[config.mk]
export PLATFORM = sky130hd
export DESIGN_NAME = uart_frame_rx
export DESIGN_NICKNAME = d
export VERILOG_FILES = /design/src/rtl/uart_frame_rx.sv
export SDC_FILE = /design/constraint.sdc
export NUM_CORES = 1
export LEC_CHECK = 0
export ABC_AREA = 1
export BUFFER_PORTS_ARGS = -buffer_cell sky130_fd_sc_hd__buf_4
export CAP_MARGIN = 10
export CELL_PAD_IN_SITES_DETAIL_PLACEMENT = 1
export CELL_PAD_IN_SITES_GLOBAL_PLACEMENT = 1
export CORE_UTILIZATION = 40
export DETAILED_ROUTE_END_ITERATION = 6
export PLACE_DENSITY_LB_ADDON = 0.1
export SYNTH_ARGS = -nofsm -noshare
export SYNTH_HDL_FRONTEND = slang
export SYNTH_SLANG_ARGS = --single-unit
[constraint.sdc]
create_clock -name clk -period 5.2 [get_ports clk]
set_input_delay 0.26 -clock clk [delete_from_list [all_inputs] [get_ports clk]]
set_output_delay 0.26 -clock clk [all_outputs]
set_load 0.1 [all_outputs]
[src/rtl/uart_frame_rx.sv]
// uart_frame_rx: hunts for a header byte, checks length and XOR checksum, and holds
// the validated payload in a byte buffer until the consumer acknowledges it.
module uart_frame_rx #(
    parameter int          MAX_LEN        = 16,
    parameter logic [7:0]  HEADER         = 8'hA5,
    parameter int          TIMEOUT_CYCLES = 12000,
    localparam int         LW             = $clog2(MAX_LEN + 1),
    localparam int         AW             = (MAX_LEN > 1) ? $clog2(MAX_LEN) : 1
) (
    input  logic          clk,
    input  logic          rst,
    input  logic          new_value,
    input  logic [7:0]    recvd_data,
    input  logic          uart_error,
    output logic          frame_valid,
    output logic [LW-1:0] frame_len,
    input  logic          frame_ack,
    input  logic [AW-1:0] rd_addr,
    output logic [7:0]    rd_data,
    output logic          frame_error,
    output logic [1:0]    err_code,
    output logic          overrun,
    output logic          busy
);
    localparam int TW = $clog2(TIMEOUT_CYCLES + 1);

    typedef enum logic [2:0] {S_IDLE, S_LEN, S_PAYLOAD, S_CHECK, S_HOLD} state_t;

    state_t        r_state;
    logic [LW-1:0] r_len;
    logic [LW-1:0] r_cnt;
    logic [7:0]    r_chk;
    logic [TW-1:0] r_idle;
    logic          r_frame_error;
    logic [1:0]    r_err_code;
    logic          r_overrun;
    logic [7:0]    r_rd_data;
    logic [7:0]    r_buf [MAX_LEN];

    logic w_timeout;
    assign w_timeout = !new_value && (r_idle == TW'(TIMEOUT_CYCLES - 1));

    always_ff @(posedge clk) begin
        if (rst) begin
            r_state       <= S_IDLE;
            r_len         <= '0;
            r_cnt         <= '0;
            r_chk         <= '0;
            r_idle        <= '0;
            r_frame_error <= 1'b0;
            r_err_code    <= 2'b00;
            r_overrun     <= 1'b0;
        end else begin
            r_frame_error <= 1'b0;
            r_overrun     <= 1'b0;
            case (r_state)
                S_IDLE: begin
                    r_idle <= '0;
                    if (new_value && recvd_data == HEADER) r_state <= S_LEN;
                end
                S_HOLD: begin
                    r_overrun <= new_value;
                    if (frame_ack) r_state <= S_IDLE;
                end
                default: begin
                    // idle counter restarts on every strobe; expiry lands TIMEOUT_CYCLES clocks after it
                    r_idle <= new_value ? '0 : r_idle + TW'(1);
                    if (uart_error || w_timeout) begin
                        r_state       <= S_IDLE;
                        r_frame_error <= 1'b1;
                        r_err_code    <= 2'b11;
                    end else if (new_value) begin
                        if (r_state == S_LEN) begin
                            if (recvd_data == 8'd0 || recvd_data > 8'(MAX_LEN)) begin
                                r_state       <= S_IDLE;
                                r_frame_error <= 1'b1;
                                r_err_code    <= 2'b01;
                            end else begin
                                r_len   <= LW'(recvd_data);
                                r_cnt   <= '0;
                                r_chk   <= recvd_data;
                                r_state <= S_PAYLOAD;
                            end
                        end else if (r_state == S_PAYLOAD) begin
                            r_chk <= r_chk ^ recvd_data;
                            r_cnt <= r_cnt + LW'(1);
                            if (r_cnt + LW'(1) == r_len) r_state <= S_CHECK;
                        end else if (recvd_data == r_chk) begin
                            r_state <= S_HOLD;
                        end else begin
                            r_state       <= S_IDLE;
                            r_frame_error <= 1'b1;
                            r_err_code    <= 2'b10;
                        end
                    end
                end
            endcase
        end
    end

    always_ff @(posedge clk) begin
        if (r_state == S_PAYLOAD && new_value) r_buf[r_cnt[AW-1:0]] <= recvd_data;
    end

    always_ff @(posedge clk) begin
        r_rd_data <= rst ? 8'd0 : r_buf[rd_addr];
    end

    assign frame_valid = (r_state == S_HOLD);
    assign frame_len   = r_len;
    assign rd_data     = r_rd_data;
    assign frame_error = r_frame_error;
    assign err_code    = r_err_code;
    assign overrun     = r_overrun;
    assign busy        = (r_state == S_LEN) || (r_state == S_PAYLOAD) || (r_state == S_CHECK);
endmodule
==> flow_summary.toml <==
[timing]
fin_crit_sh_pct = 44.91
fin_setup_tns_ns = 0
fmax_ghz = 0.4282
skew_ns = 0.01409
period_needed_ns = 2.335
rsz0062_at_grt = "false"
finalMaxSlewViolations = 0
hold_viol_final = 0
finalSetupViolCount = 0
tightest_slew_ns = 1.131
slew_headroom_pct = 24.35

[place]
dp_hpwl_mm = 13.88
place.gp.congestion = 0.7942
portBuffers = 35

[die]
die_h_um = 140.2
rows = 50
initial_utilization_pct = 40.86
fp.dieW_um = 140.2
ios = 36
dieArea_sq_um = 19660
core_sq_um = 18710

[global_routing]
grt_max_degree = 66
grt_first_pass_wirelength_mm = 32.96
grt_pass1_vias = 5836
overflow = 0
antenna_found_initial = 0
grtUsageTotal_pct = 22.62

[synthesis]
ys_async_sr_fraction_pct = 0
ys_seq_area_share_pct = 62.61
yosysWarnings = 0
syn-num-nets = 770
ys_ff_latch = 175
synth_area_per_cell_sq_um = 10.22
synth_cell_type_count = 38
syn_inst = 748
synth_edf_count = 128
synth-main-ff-cell = "edfxtp_1"
syn_area_sq_um = 7642

[setup_path]
end_kind = "output pin"
reg2reg_from = "r_cnt[0]"
critPathLaunch = "r_state[0]"
worstPathMaxFanout = 13
worstPathArrival_ns = 2.08
path_class = "register to output pin"
crit_required_ns = 4.94
start_kind = "register"

[power]
cellLeakagePower_nw = 2.960
ir_worst_vdd_mv = 0.3307
power.density_nw_per_um2 = 429.5

[cells_and_area]
utilization_pct = 46.28
final_nets = 787
area_growth_pct = 13.28
antenna_cells = 0
final_common_cell = "edfxtp_1"
drive_gt1_share_pct = 12.34
final_cell_mix = "edfxtp_1 (128), nor2_1 (124), nand2_1 (108), o21ai_0 (80), dfxtp_1 (47)"

[status]
status = "finished clean"

[flow_run]
drv_cap = 0

[routing]
finalWirelength_mm = 20.95
highest_layer = "met4"
wire_per_inst_um = 20.70
drtIter0Drc = 262
dr_wl_met3_um = 868
drc = 0
vias_per_cell = 5.510
drtPass1Iterations = 5
m1WireLength_mm = 9.264
antenna_left = 0
vias = 5576
met2_length_mm = 10.46

[clocking]
cts_buffer_depth = 2
postCtsSetupBuffers = 0
cts.clk_slew.worst_paths_ns = 0.06
post_cts_resized = 0
htreeDepth = 4
numCtsBuffers = 17
cts.sinks = 175
clock_latency_ns = 0.43
cts_tree = "built"
clock-root-buffer = "clkbuf_16"
hold_buffers = 0

[hold_path]
hold_start = "rd_addr[3]"
min_path_type = "input pin to register"
Yosys cell counts (9+ instances only):
| master | n | share of area, % |
|---|---|---|
| edfxtp_1 | 128 | 50 |
| nor2_1 | 124 | 6.1 |
| nand2_1 | 108 | 5.3 |
| o21ai_0 | 80 | 5.2 |
| dfxtp_1 | 47 | 12 |
| nand3_1 | 42 | 2.8 |
| inv_1 | 37 | 1.8 |
| a21oi_1 | 30 | 2.0 |
| clkbuf_1 | 23 | 1.1 |
| o221ai_1 | 21 | 2.4 |
| o211ai_1 | 12 | 1.2 |
| o22ai_1 | 11 | 0.90 |
| buf_2 | 10 | 0.65 |
| nand3_2 | 9 | 1.2 |
| xnor2_1 | 9 | 1.0 |
worst max-delay path, cell delays in order (launching register included):
cell,delay [ns]
dfxtp_1,0.36
nor2_2,0.24
nand2_1,0.24
inv_1,0.42
buf_4,0.38
area by class of cell:
| type | instances | area [sq um] |
|---|---|---|
| clock buffer | 20 | 436.7 |
| clock inverter | 12 | 192.7 |
| fill | 2066 | 10050 |
| inverter | 44 | 167.7 |
| multi-input combinational | 492 | 2520 |
| sequential | 175 | 4785 |
| tap | 234 | 292.8 |
| timing repair buffer | 35 | 262.8 |
power by group:
part	internal [mW]	total [mW]	switching, mW	leakage (nW)
clock	0.849	1.37	0.524	0.303
combinational	0.189	0.752	0.563	1.12
sequential	1.55	1.59	0.0463	1.53
cells by family (layout without fill, tap and decap cells):
family	Yosys count	after routing	synth area share, %
and+or+nand+nor	312	312	18.14
adders and majority gates	5	5	0.8186
buffers and inverters	81	111	4.420
AOI/OAI and AO/OA	166	166	12.98
DFF	175	175	62.61
xor gates and xnor gates	9	9	1.031
state kept, by name (all words and copies together) (netlist names):
signal,count
r_buf,128
r_idle,14
r_chk,8
rd_data,8
frame_len,5
r_cnt,5
r_state,3
err_code,2
frame_error,1
overrun,1
final timing paths:
check | depth (start not counted) | end | slack [ns]
worst max-delay path | 4 | frame_valid | 2.86
worst min-delay path | 3 | rd_data[7] | 0.20
worst max register to register | 3 | r_buf[7][4] | 2.89
worst min register to register | 2 | r_chk[0] | 0.48
metrics by stage:
step | instances | total power [mW] | hold WS (ns) | cell area, sq um | worst slack [ns]
after floorplan | 748 | 2.189 | 0.3589 | 7642 | 3.192
after global placement | 980 | 2.356 | 0.4606 | 8028 | 2.914
after detailed placement | 980 | 2.381 | 0.4718 | 8028 | 2.805
after CTS | 1012 | 3.755 | 0.1759 | 8657 | 2.805
after global routing | 1012 | 3.873 | 0.1880 | 8657 | 2.590
final | 1012 | 3.718 | 0.1999 | 8657 | 2.865
routing by layer:
layer	vias up	GRT usage [%]
li1	2670	-
met1	2772	28.71
met2	110	38.53
met3	24	3.897
met4	0	8.791
met5	-	0
Power figures use the tool's default switching activity.
